`src/rtl/uart_pkg.sv`:
```
// uart_pkg: shared definitions for the UART command sequencer.
//  - state_e     : command FSM state encoding
//  - *_BYTE_DEF  : default frame marker and response byte values
//  - cyc_per_us  : clock cycles per microsecond for a given clock in MHz
//  - to_cyc      : inter-byte timeout expressed in clock cycles
package uart_pkg;

  typedef enum logic [2:0] {
    S_SYNC = 3'd0,
    S_CMD  = 3'd1,
    S_DATA = 3'd2,
    S_CSUM = 3'd3,
    S_EXEC = 3'd4,
    S_WAIT = 3'd5,
    S_RESP = 3'd6
  } state_e;

  localparam logic [7:0] SYNC_BYTE_DEF = 8'hA5;
  localparam logic [7:0] ACK_BYTE_DEF  = 8'h06;
  localparam logic [7:0] NAK_BYTE_DEF  = 8'h15;

  function automatic int cyc_per_us(input int clk_fre_mhz);
    return clk_fre_mhz;
  endfunction

  function automatic int to_cyc(input int clk_fre_mhz, input int timeout_us);
    return cyc_per_us(clk_fre_mhz) * timeout_us;
  endfunction

endpackage

```
`src/rtl/uart_byte_timeout.sv`:
```
// uart_byte_timeout: inter-byte gap counter for the command sequencer.
//  clk    in  1  system clock
//  rst    in  1  asynchronous reset, active-high
//  clr    in  1  restart the gap count (a byte was accepted)
//  en     in  1  count only while a frame is in progress; held at zero otherwise
//  expire out 1  one-cycle pulse on the last cycle of an allowed gap
module uart_byte_timeout #(
  parameter int TO_CYC = 100000
) (
  input  logic clk,
  input  logic rst,
  input  logic clr,
  input  logic en,
  output logic expire
);

  localparam int            CW   = (TO_CYC > 1) ? $clog2(TO_CYC) : 1;
  localparam logic [CW-1:0] LAST = CW'(TO_CYC - 1);

  logic [CW-1:0] cnt_q;
  logic [CW-1:0] cnt_d;

  always_comb begin
    // A clear in the same cycle suppresses expiry so a late byte still counts.
    expire = en && !clr && (cnt_q == LAST);
    cnt_d  = cnt_q + 1'b1;
    if (clr || !en || expire) begin
      cnt_d = '0;
    end
  end

  always_ff @(posedge clk or posedge rst) begin
    if (rst) begin
      cnt_q <= '0;
    end else begin
      cnt_q <= cnt_d;
    end
  end

endmodule

```
`src/rtl/uart_cmd_ctrl.sv`:
```
// uart_cmd_ctrl: command sequencer between the UART and a register bank.
// Parses 4-byte frames SYNC, CMD, DATA, CSUM (CSUM = CMD ^ DATA). A good frame
// issues one register write (CMD[7]=1) or read (CMD[7]=0) at CMD[6:0] and
// returns ACK or the read byte; a bad checksum returns NAK. Bad checksums and
// inter-byte timeouts are counted in a saturating error counter.
//  clk, rst                         clock, asynchronous active-high reset
//  rx_data/rx_data_valid/rx_data_ready  byte stream from the receiver
//  tx_data/tx_data_valid/tx_data_ready  response byte to the transmitter
//  reg_addr/reg_wdata/reg_wr/reg_rd/reg_rdata  register bank access
//  err_cnt                          saturating checksum-error + timeout count
module uart_cmd_ctrl
  import uart_pkg::*;
#(
  parameter int         CLK_FRE    = 50,
  parameter int         TIMEOUT_US = 2000,
  parameter logic [7:0] SYNC_BYTE  = SYNC_BYTE_DEF,
  parameter logic [7:0] ACK_BYTE   = ACK_BYTE_DEF,
  parameter logic [7:0] NAK_BYTE   = NAK_BYTE_DEF
) (
  input  logic       clk,
  input  logic       rst,
  input  logic [7:0] rx_data,
  input  logic       rx_data_valid,
  output logic       rx_data_ready,
  output logic [7:0] tx_data,
  output logic       tx_data_valid,
  input  logic       tx_data_ready,
  output logic [6:0] reg_addr,
  output logic [7:0] reg_wdata,
  output logic       reg_wr,
  output logic       reg_rd,
  input  logic [7:0] reg_rdata,
  output logic [7:0] err_cnt
);

  localparam int TO_CYC = to_cyc(CLK_FRE, TIMEOUT_US);

  state_e     state_q,     state_d;
  logic       rdy_q,       rdy_d;
  logic       acc_q,       acc_d;
  logic [7:0] cmd_q,       cmd_d;
  logic [7:0] data_q,      data_d;
  logic [7:0] tx_data_q,   tx_data_d;
  logic       tx_vld_q,    tx_vld_d;
  logic [6:0] reg_addr_q,  reg_addr_d;
  logic [7:0] reg_wdata_q, reg_wdata_d;
  logic       reg_wr_q,    reg_wr_d;
  logic       reg_rd_q,    reg_rd_d;
  logic       rd_cap_q,    rd_cap_d;
  logic [7:0] err_q,       err_d;

  logic accept;
  logic rx_state;
  logic to_en;
  logic to_expire;
  logic err_inc;

  uart_byte_timeout #(
    .TO_CYC (TO_CYC)
  ) u_timeout (
    .clk    (clk),
    .rst    (rst),
    .clr    (accept),
    .en     (to_en),
    .expire (to_expire)
  );

  always_comb begin
    accept   = rx_data_valid && rdy_q;
    rx_state = (state_q == S_SYNC) || (state_q == S_CMD) ||
               (state_q == S_DATA) || (state_q == S_CSUM);
    to_en    = (state_q == S_CMD) || (state_q == S_DATA) || (state_q == S_CSUM);

    state_d     = state_q;
    cmd_d       = cmd_q;
    data_d      = data_q;
    tx_data_d   = tx_data_q;
    tx_vld_d    = tx_vld_q;
    reg_addr_d  = reg_addr_q;
    reg_wdata_d = reg_wdata_q;
    reg_wr_d    = 1'b0;
    reg_rd_d    = 1'b0;
    rd_cap_d    = rd_cap_q;
    err_d       = err_q;
    err_inc     = 1'b0;

    // Ready is a single-cycle pulse. The receiver drops valid one cycle after
    // the accept, so ready also stays low the cycle after an accept to avoid
    // taking the same held byte twice.
    acc_d = accept;
    rdy_d = rx_state && rx_data_valid && !rdy_q && !acc_q;

    case (state_q)
      S_SYNC: begin
        if (accept && (rx_data == SYNC_BYTE)) begin
          state_d = S_CMD;
        end
      end
      S_CMD: begin
        if (accept) begin
          cmd_d   = rx_data;
          state_d = S_DATA;
        end
      end
      S_DATA: begin
        if (accept) begin
          data_d  = rx_data;
          state_d = S_CSUM;
        end
      end
      S_CSUM: begin
        if (accept) begin
          if (rx_data == (cmd_q ^ data_q)) begin
            state_d = S_EXEC;
          end else begin
            tx_data_d = NAK_BYTE;
            err_inc   = 1'b1;
            state_d   = S_RESP;
          end
        end
      end
      S_EXEC: begin
        reg_addr_d = cmd_q[6:0];
        if (cmd_q[7]) begin
          reg_wr_d    = 1'b1;
          reg_wdata_d = data_q;
          tx_data_d   = ACK_BYTE;
          state_d     = S_RESP;
        end else begin
          reg_rd_d = 1'b1;
          state_d  = S_WAIT;
        end
      end
      S_WAIT: begin
        // Read data arrives the cycle after the strobe; capture it on the
        // first response cycle.
        rd_cap_d = 1'b1;
        state_d  = S_RESP;
      end
      S_RESP: begin
        if (rd_cap_q) begin
          tx_data_d = reg_rdata;
          rd_cap_d  = 1'b0;
        end
        if (!tx_vld_q) begin
          tx_vld_d = 1'b1;
        end else if (tx_data_ready) begin
          tx_vld_d = 1'b0;
          state_d  = S_SYNC;
        end
      end
      default: begin
        state_d = S_SYNC;
      end
    endcase

    // Expiry is already masked by an accept in the same cycle.
    if (to_expire) begin
      state_d = S_SYNC;
      err_inc = 1'b1;
    end

    if (err_inc && (err_q != 8'hFF)) begin
      err_d = err_q + 8'd1;
    end
  end

  always_ff @(posedge clk or posedge rst) begin
    if (rst) begin
      state_q     <= S_SYNC;
      rdy_q       <= 1'b0;
      acc_q       <= 1'b0;
      cmd_q       <= '0;
      data_q      <= '0;
      tx_data_q   <= '0;
      tx_vld_q    <= 1'b0;
      reg_addr_q  <= '0;
      reg_wdata_q <= '0;
      reg_wr_q    <= 1'b0;
      reg_rd_q    <= 1'b0;
      rd_cap_q    <= 1'b0;
      err_q       <= '0;
    end else begin
      state_q     <= state_d;
      rdy_q       <= rdy_d;
      acc_q       <= acc_d;
      cmd_q       <= cmd_d;
      data_q      <= data_d;
      tx_data_q   <= tx_data_d;
      tx_vld_q    <= tx_vld_d;
      reg_addr_q  <= reg_addr_d;
      reg_wdata_q <= reg_wdata_d;
      reg_wr_q    <= reg_wr_d;
      reg_rd_q    <= reg_rd_d;
      rd_cap_q    <= rd_cap_d;
      err_q       <= err_d;
    end
  end

  assign rx_data_ready = rdy_q;
  assign tx_data       = tx_data_q;
  assign tx_data_valid = tx_vld_q;
  assign reg_addr      = reg_addr_q;
  assign reg_wdata     = reg_wdata_q;
  assign reg_wr        = reg_wr_q;
  assign reg_rd        = reg_rd_q;
  assign err_cnt       = err_q;

endmodule

```
`config.mk`:
```
export PLATFORM = sky130hd
export DESIGN_NAME = uart_cmd_ctrl
export DESIGN_NICKNAME = d
export VERILOG_FILES = /design/src/rtl/uart_pkg.sv /design/src/rtl/uart_byte_timeout.sv /design/src/rtl/uart_cmd_ctrl.sv
export SDC_FILE = /design/constraint.sdc
export NUM_CORES = 1
export LEC_CHECK = 0
export ABC_CLOCK_PERIOD_IN_PS = 6140
export BUFFER_PORTS_ARGS = -buffer_cell sky130_fd_sc_hd__buf_2
export CORE_MARGIN = 5
export CORE_UTILIZATION = 42
export CTS_CLUSTER_DIAMETER = 200
export DETAILED_ROUTE_END_ITERATION = 16
export PLACE_DENSITY_LB_ADDON = 0.3
export SLEW_MARGIN = 0
export SYNTH_ARGS = -nofsm -noshare
export SYNTH_HDL_FRONTEND = slang
export SYNTH_SLANG_ARGS = --single-unit
```
`constraint.sdc`:
```
create_clock -name clk -period 6.14 [get_ports clk]
set_input_delay 1.228 -clock clk [delete_from_list [all_inputs] [get_ports clk]]
set_output_delay 1.228 -clock clk [all_outputs]
set_load 0.1 [all_outputs]
```
==> metrics list, run 1 <==
- The run finished with clean final reports.
- Average cell area after synthesis: 11.8 um^2
* Layout cell share with drive strength beyond 1: 30.4%
- Via count of the routed design: 2326
- Unrepaired setup endpoints after global routing: false
- Counting the fill cells in the layout gives 690.
- The synthesized netlist devotes 6.20% of its cell area to compound gates.
- The biggest area contributor in the post-synthesis netlist is dfrtp_1.
- Summing the sequential cell areas from Yosys gives 54.6% of the chip area.
- The path class of the tightest hold or removal check is reg2reg.
* Number of port buffers: 54
- Via count of the first global-routing pass: 2379
* Grt total ovfl: 0
- Async set-reset flop share out of synthesis: 100%
- Final sum of negative setup slack: 0 ns
* Peak VDD IR: 0.000182 V
* Core Region: 7730 um^2
- The synthesized netlist contains 38 unique library cells.
* Summed instance area of the synthesized netlist: 3350 um^2
- Clk network pwr share: 39.7%
- Routability-driven placement finished with a final weighted congestion of 0.757.
- For this run, the total global-route usage over all layers was measured as 14.8%.
- For this design the static power due to leakage is 1.89 nW.
- Clock-pin slew of the registers on the worst-case setup and hold paths: 0.07 ns
- Based on the critical path, the design can be clocked at up to 384 MHz.
- Along the worst path, the maximum fanout reaches 15.
* Top-Level Pins: 55
- The worst setup path is of the in2reg kind.
- From left edge to right edge, the die measures 99.3 um.
- STA puts the critical path data required time at 6.33 ns.
* CTS-repair resized insts: 0
* Number of clock buffers inserted by TritonCTS: 9
- Clock latency at the later pin of the worst-skew pair: 0.34 ns
- In the synthesized netlist, the cells that appear most often are dfrtp_1 (73), mux2_2 (31), nor2_1 (25).
- The clock drives 73 sinks.
- Of the post-synthesis cell area, the dominant cell type holds 54.6%.
- Post-CTS Setup Inserts: 0
- The clock passes through at most 2 buffers.
* Clock Skew: 0.00941 ns
- After Yosys synthesis, full adders, half adders and majority gates account for 0.747% of the synthesized area.
- Multiplexer cells account for 12.0% of the synthesized area.
* Total inserted antenna cells: 0
- Number of synthesis warnings: 0
- Before antenna repair, the detailed router went through 4 iterations.
- Finish-stage setup viols: 0
* Number of DRC violations after detailed routing: 0
- Buffers inserted to repair hold after CTS numbered 0.
- The initial antenna violation count was 0.
- Number of DRC markers in iteration 0: 74
- NumNets Final: 362
- CTS Root Buffer Type: clkbuf_8
- Flop and latch count out of synthesis: 73
* Largest net degree at the start of global routing: 74
* Relative contribution of combinational cells to total power: 3.6%
- Combinational family with the most area after synthesis: simple AND/OR/NAND/NOR gates
- In this run the power density over the cells is 218 nW/um^2.
- Dividing the detail-routed wire length by the instance count gives 14.8 um.
- Summed over all nets, the switching power comes to 0.190 mW.
- Post-Syn Nets: 305
- The routed design has 6630 um of wire.
- The count of endpoints failing hold in the final timing report is 0.
* Number of cell rows: 32
* Post-route clock period utilization: 42.4%
- At the pin with the least slew margin, the transition time is 0.920 ns.
* Simple-gate portion of the synthesized area: 14.9%
* Count leader, synth: dfrtp_1
- Switching share of total power: 22.3%
* Hpwl dp: 4730 um
- The initial utilization of the core area, before any placement, comes to 43.3%.
- The synthesized netlist devotes 9.30% of its cell area to XOR and XNOR gates.
* EDFF count, synth: 0
- Final period demand of the worst path: 2.60 ns
- Reg-to-reg setup timing slack: 3.85 ns
- Measured against its own limit, the worst slew margin works out to 38.6%.
- The worst setup path is launched from an input pin.
* Max Slew Vio Count: 0
* Gate count of the mapped netlist: 283
- The floorplan step set the die height to 99.3 um.
- The internal portion of the total power is 0.661 mW.
* CTS tree: yes
- In this run, placement finished with an instance count of 431.
- Max-cap check violation count: 0
* DIE AREA: 9860 um^2
* Ratio of routed vias to standard cells: 5.20
- The worst setup path is captured at a flip-flop.
* Area growth from synthesis to layout: 16.3%
* Sequential power share: 56.8%
- Most used flip-flop cell after synthesis: dfrtp_1
- For the worst setup path, the data arrival time is 2.79 ns.
- Post-route antenna net violation count: 0
- # H-tree levels: 3
- Excluding fillers, the count of instances in the completed layout stands at 447.
- Sorting the synthesized cells by area gives the leading types as dfrtp_1 (55%), mux2_2 (10%), xnor3_1 (5.4%), nor2_1 (2.8%), nand4_1 (2.4%).
* Global-route wire length before repair: 11700 um
cell families (layout without fill, tap and decap cells):
logic type	Yosys count	count (layout)
AND/OR/NAND/NOR	93	93
flip-flops	73	73
AO/OA/AOI/OAI	36	36
adder cells (fa/ha/maj)	2	2
XOR/XNOR	23	23
multiplexers	36	36
buffers and inverters	20	82
cell usage in the layout, fill, tap and decap left out, types with 11 or more instances in the layout:
master,synthesis,routed
nand3_1,11,11
nor2_1,25,25
nand2_1,15,15
nand4_1,13,13
dfrtp_1,73,73
clkbuf_8,0,11
mux2_2,31,31
buf_2,1,54
a21oi_1,15,15
o21ai_0,13,13
metrics by stage:
step	utilization [%]	hold slack [ns]	cell area (um^2)	total power, mW	setup slack, ns
6_report	50.4	0.413	3890	0.850	3.54
5_1_grt	50.4	0.440	3890	0.891	3.43
4_1_cts	50.4	0.416	3890	0.864	3.55
3_5_place_dp	48.1	0.403	3720	0.523	3.18
3_3_place_gp	48.1	0.399	3720	0.523	3.23
2_1_floorplan	-	0.384	3350	0.509	3.06
final timing paths:
| path | start | end | cells after the start |
|---|---|---|---|
| worst min register to register | acc_q | rx_data_ready | 1 |
| worst max-delay path | rx_data[0] | tx_data[3] | 7 |
| worst max register to register | u_timeout.cnt_q[14] | state_q[1] | 6 |
| worst min-delay path | acc_q | rx_data_ready | 1 |
| min in group asynchronous | rst | err_cnt[5] | 3 |
| max in group asynchronous | rst | reg_wr | 3 |
flip-flops by register name (all words and copies together), names as in the netlist, 3 cells and up:
register	flops
tx_data	8
reg_wdata	8
u_timeout.cnt_q	17
err_cnt	8
reg_addr	7
cmd_q	8
data_q	8
state_q	3
routing by layer:
metal / up-vias / routed length, um / GRT usage [%]
li1: 1112 / - / -
met3: 4 / 295 / 4.77
met5: - / 0 / 0
met2: 56 / 3150 / 23.0
met1: 1154 / 3110 / 19.8
met4: 0 / 68 / 4.41
power groups by stage:
| stage | Combinational [mW] | Sequential, mW | Clock [mW] |
|---|---|---|---|
| after global routing | 0.0340 | 0.483 | 0.374 |
| final | 0.0303 | 0.483 | 0.337 |
| after CTS | 0.0314 | 0.483 | 0.350 |
| after global placement | 0.0310 | 0.492 | 0 |
| after floorplan | 0.0133 | 0.496 | 0 |
| after detailed placement | 0.0313 | 0.492 | 0 |
cell type report:
cell class / instances / area [um^2] / area share (%)
clock inverter: 2 / 12.5 / 0.321
multi-input combinational: 190 / 1450 / 37.1
inverter: 11 / 41.3 / 1.06
timing repair buffer: 55 / 278 / 7.13
clock buffer: 14 / 163 / 4.18
tap: 102 / 128 / 3.28
sequential: 73 / 1830 / 46.9
critical path: stages:
cell and delay (ns):
buf_2 0.13, xnor3_1 0.27, nand4_1 0.11, o21ai_1 0.33, o21ai_1 0.39, nand4_1 0.21
o21ai_0 0.10
Power figures use the tool's default switching activity.
==> run 2: changes to the inputs <==
ABC_AREA = 1   (was unset)
ABC_CLOCK_PERIOD_IN_PS = 2200   (was 6140)
clock period = 2.2 ns   (was 6.14 ns; I/O delays follow)
==> run 2 against run 1 <==
Compared with the run above: cell area grew 12%; sequential share of layout area shrank 4.9 points; clock skew shrank 0.0011 ns; critical path depth grew 2; synthesized area grew 10%; worst setup slack lost 3.1 ns; register-to-register slack lost 3.4 ns; sequential cell count is the same; core utilization is essentially flat; total power grew to 7.2 times the previous value; global-route usage grew 0.45 points; sequential power grew to 4.2 times the previous value; largest power group is now combinational cells; highest routed layer unchanged.
==> metrics list, run 2 <==
- The clock root buffer was clkbuf_8 (unchanged).
* CP Launch Type: flip-flop (was input pin)
- Switching Power: 3.05 mW (was 0.190 mW)
* Die boundary height: 104 um (was 99.3 um)
* Number of port buffers: 54 (unchanged)
- Most common cell on crit path: nand2_1
- The largest voltage drop on the vdd net was 0.000704 V (was 0.000182 V).
- Cell chain of the critical path: inv_2, nor2_2, nand2_2, inv_2, nand2_1, o211ai_2, nor2_1, nand2_1, nand2_1 (was buf_2, xnor3_1, nand4_1, o21ai_1, o21ai_1, nand4_1, o21ai_0)
- Max Slew Vio Count: 0 (unchanged)
* Highest clock frequency the design can meet: 571 MHz
- The prevailing post-synth register cell was dfrtp_1 (unchanged).
- The count of endpoints failing hold in the final timing report was 0 (unchanged).
- The leading cell type in the layout, fill and taps excluded is nand2_1 (was dfrtp_1).
- Ranking of synthesized cells by area: dfrtp_1 (49%), nand2_1 (13%), nand3_1 (4.6%), inv_1 (4.6%), o21ai_0 (3.0%) (was dfrtp_1 (55%), mux2_2 (10%), xnor3_1 (5.4%), nor2_1 (2.8%), nand4_1 (2.4%))
* Share of synthesized area occupied by flip-flops and latches: 49.4% (was 54.6%)
* DIE AREA: 10800 um^2 (was 9860 um^2)
- Finished Core Util: 50.4% (about the same)
- Worst path max stage delay: 0.61 ns (was 0.39 ns)
- The fraction of layout cells with a size suffix above 1 is 23.0% (was 30.4%).
- Drt pass-1 iters: 4 (unchanged)
- Post-CTS Setup Inserts: 0 (unchanged)
- Sum of routed wire length over all layers: 7970 um (was 6630 um)
* Relative contribution of combinational cells to total power: 45.6% (was 3.6%)
- Flop and latch count out of synthesis: 73 (unchanged)
* Worst Setup Path Type: reg2reg (was in2reg)
* Arrival @ worst endpoint: 1.99 ns (was 2.79 ns)
* Finish-stage setup viols: 0 (unchanged)
* Pwr dens: 1410 nW/um^2 (was 218 nW/um^2)
- Clk network pwr share: 21.3% (was 39.7%)
- Post-route worst hold slack: 0.0329 ns (was 0.413 ns)
- Clock-pin slew of the registers on the worst-case setup and hold paths: 0.08 ns (was 0.07 ns)
- Number of DRC violations after detailed routing: 0 (unchanged)
- Result of the run: finished, final reports clean (unchanged)
- # H-tree levels: 3 (unchanged)
* Post-Syn Nets: 465 (was 305)
* Internal power: 3.09 mW (was 0.661 mW)
- The proportion of register bits with asynchronous set or reset after synthesis is 100% (unchanged).
* Fillers: 850 (was 690)
* Leakage power of the design: 2.21 nW (was 1.89 nW)
- Sort of element at the end of the critical path: flip-flop (unchanged)
* Core Region: 8640 um^2 (was 7730 um^2)
* Largest net degree at the start of global routing: 42 (was 74)
- Slew @ Worst Pin: 0.536 ns (was 0.920 ns)
- Number of cells on the critical path: 9 (was 7)
- Worst slack, placed: 0.444 ns (was 3.18 ns)
- Clock latency at the later pin of the worst-skew pair: 0.34 ns (about the same)
- Number of clock buffers inserted by TritonCTS: 9 (unchanged)
* Global-route wire length before repair: 13800 um (was 11700 um)
* Combined global-route utilization of all metal layers: 15.2% (was 14.8%)
* Placement Cell Area: 4100 um^2 (was 3720 um^2)
* Biggest register: u_timeout.cnt_q (unchanged)
* Area growth from synthesis to layout: 17.7% (was 16.3%)
- Drt wl/cell: 12.9 um (was 14.8 um)
- Final cell count without fillers: 617 (was 447)
- Crit path buffers/inverters: 2 (was 1)
- Number of DRC markers in iteration 0: 151 (was 74)
* Synth area leader: dfrtp_1 (unchanged)
- Post-route clock period utilization: 79.6%
- The relative contribution of sequential cells to total power was 33.1% (was 56.8%).
- Distinct cell type count after synthesis: 36 (was 38)
* Top-Level Pins: 55 (unchanged)
* Fraction of synthesized cell area taken by the top area cell type: 49.4% (was 54.6%)
* Via count of the routed design: 3068 (was 2326)
- Worst Path Max Fanout: 7 (was 15)
- Total non-filler cell area in the finished layout: 4350 um^2 (was 3890 um^2)
* Sinks on the clock net: 73 (unchanged)
- The detail-routed via count per cell is 4.97 (was 5.20).
* Leading cell types in the layout, fill and taps excluded: nand2_1 (132), dfrtp_1 (71), buf_2 (54) (was dfrtp_1 (73), buf_2 (54), mux2_2 (31))
- The initial core utilization was 42.8% (was 43.3%).
- The number of flip-flops under the largest register name was 17 (unchanged).
- NumNets Final: 526 (was 362)
* Total inserted antenna cells: 0 (unchanged)
- The routed design could run at a clock period as short as 1.75 ns.
- The worst endpoint required time was 2.43 ns (was 6.33 ns).
* Weighted congestion reported at the end of routability-driven placement: 0.859 (was 0.757)
* Hpwl dp: 5980 um (was 4730 um)
* Number of cell instances on the worst register-to-register path: 9 (was 6)
* Least setup slack across all paths after layout: 0.449 ns (was 3.54 ns)
- CTS tree: yes (unchanged)
- The accumulated negative setup slack is 0 ns (unchanged).
- Number of cell rows: 34 (was 32)
* Overall Power: 6.14 mW (was 0.850 mW)
* Average cell area after synthesis: 8.35 um^2 (was 11.8 um^2)
- The clock tree buffer depth was 2 (unchanged).
* Switching share of total power: 49.6% (was 22.3%)
- The cell total after placement came to 601 (was 431).
* Gate count of the mapped netlist: 443 (was 283)
- Unrepaired setup endpoints after global routing: false (unchanged)
- The type of the most critical hold path was in2async (was reg2reg).
- The cell with the most instances after synthesis is nand2_1 (was dfrtp_1).
- Most numerous cell types in the synthesized netlist: nand2_1 (132), dfrtp_1 (73), inv_1 (45) (was dfrtp_1 (73), mux2_2 (31), nor2_1 (25)).
- EDFF count, synth: 0 (unchanged)
- Slowest-stage cell, CP: dfrtp_1 (was o21ai_1)
- Via count of the first global-routing pass: 2988 (was 2379)
* Max-cap check violation count: 0 (unchanged)
- Number of synthesis warnings: 0 (unchanged)
* Number of buffers inserted by hold repair at cts: 0 (unchanged)
- Clock Skew: 0.00832 ns (was 0.00941 ns)
- The post-cts resize count is 0 (unchanged).
- The synthesized area came to 3700 um^2 (was 3350 um^2).
* Max-Slew Margin vs Limit: 64.2% (was 38.6%)
- The kind of cell with the highest combined delay on the critical path was simple AND/OR/NAND/NOR gates (was compound AO/OA/AOI/OAI gates).
- Post-route antenna net violation count: 0 (unchanged)
- The total congestion overflow came to 0 (unchanged).
* Initial antenna violation count: 0 (unchanged)
- Die width: 104 um (was 99.3 um)
==> run 2: final cells by class <==
class / instances / area [um^2] / area share [%]
flip-flops and latches: 73 / 1830 / 42.0
multi-input cells: 312 / 1640 / 37.7
repair buffers: 56 / 298 / 6.84
inverters: 52 / 199 / 4.57
clock buffers: 10 / 138 / 3.16
well taps: 108 / 135 / 3.11
clock inverters: 6 / 113 / 2.59
==> run 2: worst paths after layout <==
check / startpoint / end / slack, ns
worst max-delay path: state_q[2] / state_q[0] / 0.45
worst min-delay path: rst / tx_data[5] / 0.03
worst max register to register: state_q[2] / state_q[0] / 0.45
worst min register to register: acc_q / rx_data_ready / 0.43
max in group asynchronous: rst / err_cnt[1] / 1.60
min in group clk: reg_rdata[3] / tx_data[3] / 0.33
==> run 2: kinds of logic (layout without fill, tap and decap cells) <==
group,Yosys count,in the layout,share of synthesized area [%]
simple gates,251,251,33.7
flops,73,73,49.4
buf+inv,58,124,6.23
compound gates,49,49,7.61
xor+xnor,10,10,2.37
fa+ha+maj,2,2,0.677
==> run 2: routing by layer <==
layer / vias up / share of wire (%) / GRT usage [%]
met2: 66 / 46 / 23.5
met4: 0 / 1.7 / 6.75
met1: 1443 / 47 / 20.4
met3: 16 / 5.4 / 3.54
li1: 1543 / - / -
met5: - / 0 / 0
==> run 2: worst register-to-register path, stage by stage (launching register included) <==
cell and delay (ns):
dfrtp_1 0.61, inv_2 0.14, nor2_2 0.20, nand2_2 0.12, inv_2 0.14, nand2_1 0.12, o211ai_2 0.12, nor2_1 0.08
nand2_1 0.07, nand2_1 0.05
==> run 2: power groups by stage <==
stage          Clock [mW]  Combinational (mW)  Sequential (mW)
2_1_floorplan           0                1.17             3.23
5_1_grt              1.39                3.04             2.08
3_5_place_dp            0                2.82             2.06
3_3_place_gp            0                2.78             2.04
6_report             1.31                2.80             2.03
4_1_cts              1.34                2.82             2.03
==> run 3: changes to the inputs <==
ABC_AREA = 0   (was 1)
ABC_CLOCK_PERIOD_IN_PS = 1600   (was 2200)
clock period = 1.6 ns   (was 2.2 ns; I/O delays follow)
==> run 3 against run 2 <==
Compared with the run above: the flow now finishes with violations (setup timing); hold slack improved by 0.077 ns; final cell count is 15% lower; non-clock buffer count increased by 73; cell area up 7.8%; register-to-register slack got worse by 0.86 ns; total power is 39% lower; maximum frequency decreased by 13%; sequential share of layout area decreased by 2.8 points; via count fell by 14%; global-route usage rose by 1.6 points; clock-buffer cell count unchanged; first-iteration DRC count fell by 35%; critical endpoint is now err_cnt[6]; largest power group is now registers.
==> metrics list, run 3 (synthesis gave the netlist of run 1 again) <==
- Hpwl dp: 5570 um (was 5980 um)
- Unrepaired setup endpoints after global routing: true (was false)
- The endpoint class of the critical path is a flip-flop (unchanged).
- The clock tree buffer depth is 2 (unchanged).
- The type of the most critical hold path is in2async (unchanged).
- The final cell utilization of the core was 60.7% (was 50.4%).
- The final-layout worst hold slack came to 0.110 ns (was 0.0329 ns).
- The number of setup violations in the final report is 34 (was 0).
- The power per cell area was 802 nW/um^2 (was 1410 nW/um^2).
- Cell chain of the critical path: or4b_1, nor3_2, nand4_2, o21ai_4, nand4_1, mux2_4 (was inv_2, nor2_2, nand2_2, inv_2, nand2_1, o211ai_2, nor2_1, nand2_1, nand2_1).
- The deepest level of the CTS H-tree came to 3 (unchanged).
- The routed length per instance came to 14.9 um (was 12.9 um).
* Footprint of the multi-input gates: 1540 um^2 (was 1640 um^2)
* Least setup slack across all paths after layout: -0.414 ns (was 0.449 ns)
- The register with the most flip-flops is u_timeout.cnt_q (unchanged).
* Max Slew Vio Count: 0 (unchanged)
- The post-detailed-routing wire length came to 7780 um (was 7970 um).
- Layout cell share with drive strength beyond 1: 48.6% (was 23.0%)
- The post-route DRC violation count was 0 (unchanged).
- The final weighted congestion in routability-driven placement was 0.811 (was 0.859).
* Slew @ Worst Pin: 0.645 ns (was 0.536 ns)
- The biggest cell delay along the critical path is 0.53 ns (was 0.61 ns).
- The initial core utilization is 43.3% (was 42.8%).
- The via total after detailed routing was 2635 (was 3068).
- Start of the worst register-to-register path: u_timeout.cnt_q[14] (was state_q[2])
- Number of DRC markers in iteration 0: 98 (was 151)
- CTS Root Buffer Type: clkbuf_8 (unchanged)
- The relative max-transition margin was 56.7% (was 64.2%).
* Number of cell instances on the worst register-to-register path: 6 (was 9)
* Final cell count without fillers: 522 (was 617)
- Post-route antenna net violation count: 0 (unchanged)
- Leading cell types in the layout, fill and taps excluded: buf_4 (69), dfrtp_1 (65), buf_2 (53) (was nand2_1 (132), dfrtp_1 (71), buf_2 (54))
- The floorplan core area was 7730 um^2 (was 8640 um^2).
* Fillers: 636 (was 850)
* Final sum of negative setup slack: -10.36 ns (was 0 ns)
- Clock-pin slew of the registers on the worst-case setup and hold paths: 0.08 ns (about the same)
- Reg area: 1840 um^2 (was 1830 um^2)
- The clock tree from TritonCTS is yes (unchanged).
- Leakage power of the design: 2.33 nW (was 2.21 nW)
- The die boundary width came to 99.3 um (was 104 um).
- Violations in the final reports: setup timing
- Crit-path leading delay family: simple AND/OR/NAND/NOR gates (unchanged)
- Clock latency at the later pin of the worst-skew pair: 0.34 ns (about the same)
* Highest clock frequency the design can meet: 496 MHz (was 571 MHz)
- The number of top-level design ports is 55 (unchanged).
* Post-route clock period utilization: 126% (was 79.6%)
- Max FFs per register: 17 (unchanged)
- Grt total ovfl: 0 (unchanged)
- Largest net degree at the start of global routing: 38 (was 42)
- The sink count of the clock tree came to 73 (unchanged).
- Clock Skew: 0.00883 ns (was 0.00832 ns)
- The number of antenna cells inserted is 0 (unchanged).
* Final period demand of the worst path: 2.01 ns (was 1.75 ns)
- The synthesis-to-layout area growth came to 40.1% (was 17.7%).
- Ratio of routed vias to standard cells: 5.05 (was 4.97)
- The length of the first detailed-routing pass in iterations is 4 (unchanged).
* Global-route wire length before repair: 13400 um (was 13800 um)
* Number of cell rows: 32 (was 34)
- The leading cell type in the layout, fill and taps excluded is buf_4 (was nand2_1).
* Reg-to-reg setup timing slack: -0.41 ns (was 0.45 ns)
* Placed Instances: 498 (was 601)
* Slowest-stage cell, CP: or4b_1 (was dfrtp_1)
- The largest fanout of any net on the critical path came to 6 (was 7).
- Result of the run: finished with violations (was finished, final reports clean).
- CP Launch Type: flip-flop (unchanged)
- The endpoint of the worst register-to-register path was err_cnt[6] (was state_q[0]).
- The worst path buffer plus inverter count is 0 (was 2).
* Initial antenna violation count: 0 (unchanged)
* Number of clock buffers inserted by TritonCTS: 9 (unchanged)
- Combined global-route utilization of all metal layers: 16.8% (was 15.2%)
* Required arrival time at the worst endpoint: 1.82 ns (was 2.43 ns)
- Number of hold violations in the final report: 0 (unchanged)
* Number of buffers inserted by hold repair at cts: 0 (unchanged)
- Die boundary height: 99.3 um (was 104 um)
* Arrival @ worst endpoint: 2.24 ns (was 1.99 ns)
- DIE AREA: 9860 um^2 (was 10800 um^2)
* Via count of the first global-routing pass: 2771 (was 2988)
- Worst Setup Path Type: reg2reg (unchanged)
* Worst slack, placed: -0.445 ns (was 0.444 ns)
- Peak VDD IR: 0.000414 V (was 0.000704 V)
- Max-cap check violation count: 0 (unchanged)
- The number of I/O port buffers came to 54 (unchanged).
- The net total in the final layout is 437 (was 526).
run 3: layout make-up:
type | instances | share of cell area [%]
clock buffer | 10 | 2.72
timing repair buffer | 129 | 19.1
inverter | 11 | 0.960
sequential | 73 | 39.2
tap | 102 | 2.72
multi-input combinational | 191 | 32.8
clock inverter | 6 | 2.45
run 3: per-stage QoR:
stage          power (mW)  instance area (um^2)
4_1_cts              3.81                  4610
3_3_place_gp         2.04                  4280
2_1_floorplan        1.96                  3400
3_5_place_dp         2.04                  4280
6_report             3.76                  4690
5_1_grt              3.92                  4690
run 3: routing by layer:
metal	wire length (um)	global-route usage, %	vias to the layer above
met5	0	0	-
met1	3480	22.0	1298
met3	262	3.37	11
met4	111	5.67	0
met2	3930	28.0	49
li1	-	-	1277
run 3: worst max-delay path by stage:
stage | startpoint | depth (start not counted) | slack, ns | end
detailed placement | u_timeout.cnt_q[14] | 6 | -0.45 | err_cnt[6]
global placement | u_timeout.cnt_q[14] | 6 | -0.37 | err_cnt[7]
CTS | u_timeout.cnt_q[14] | 6 | -0.42 | err_cnt[6]
global route | u_timeout.cnt_q[14] | 6 | -0.52 | err_cnt[6]
floorplan | rx_data_ready | 5 | -0.39 | err_cnt[6]
finish | u_timeout.cnt_q[14] | 6 | -0.41 | err_cnt[6]
run 3: worst reg2reg max path, cell delays in order, from the launching register on:
cell and delay [ns]:
dfrtp_1 0.39, or4b_1 0.53, nor3_2 0.14, nand4_2 0.14
o21ai_4 0.23, nand4_1 0.15, mux2_4 0.32
run 3: repair_timing:
action                     4_1_cts  5_1_grt
setup buffers                    2        6
pin swaps                        3       10
cloned                           2        0
setup endpoints to repair       35       49
resized for setup               11       14
run 3: report_power, final:
part / switching, mW / internal (mW)
Clock: 0.708 / 1.05
Combinational: 0.0885 / 0.0667
Sequential: 0.00239 / 1.85
Total: 0.799 / 2.96
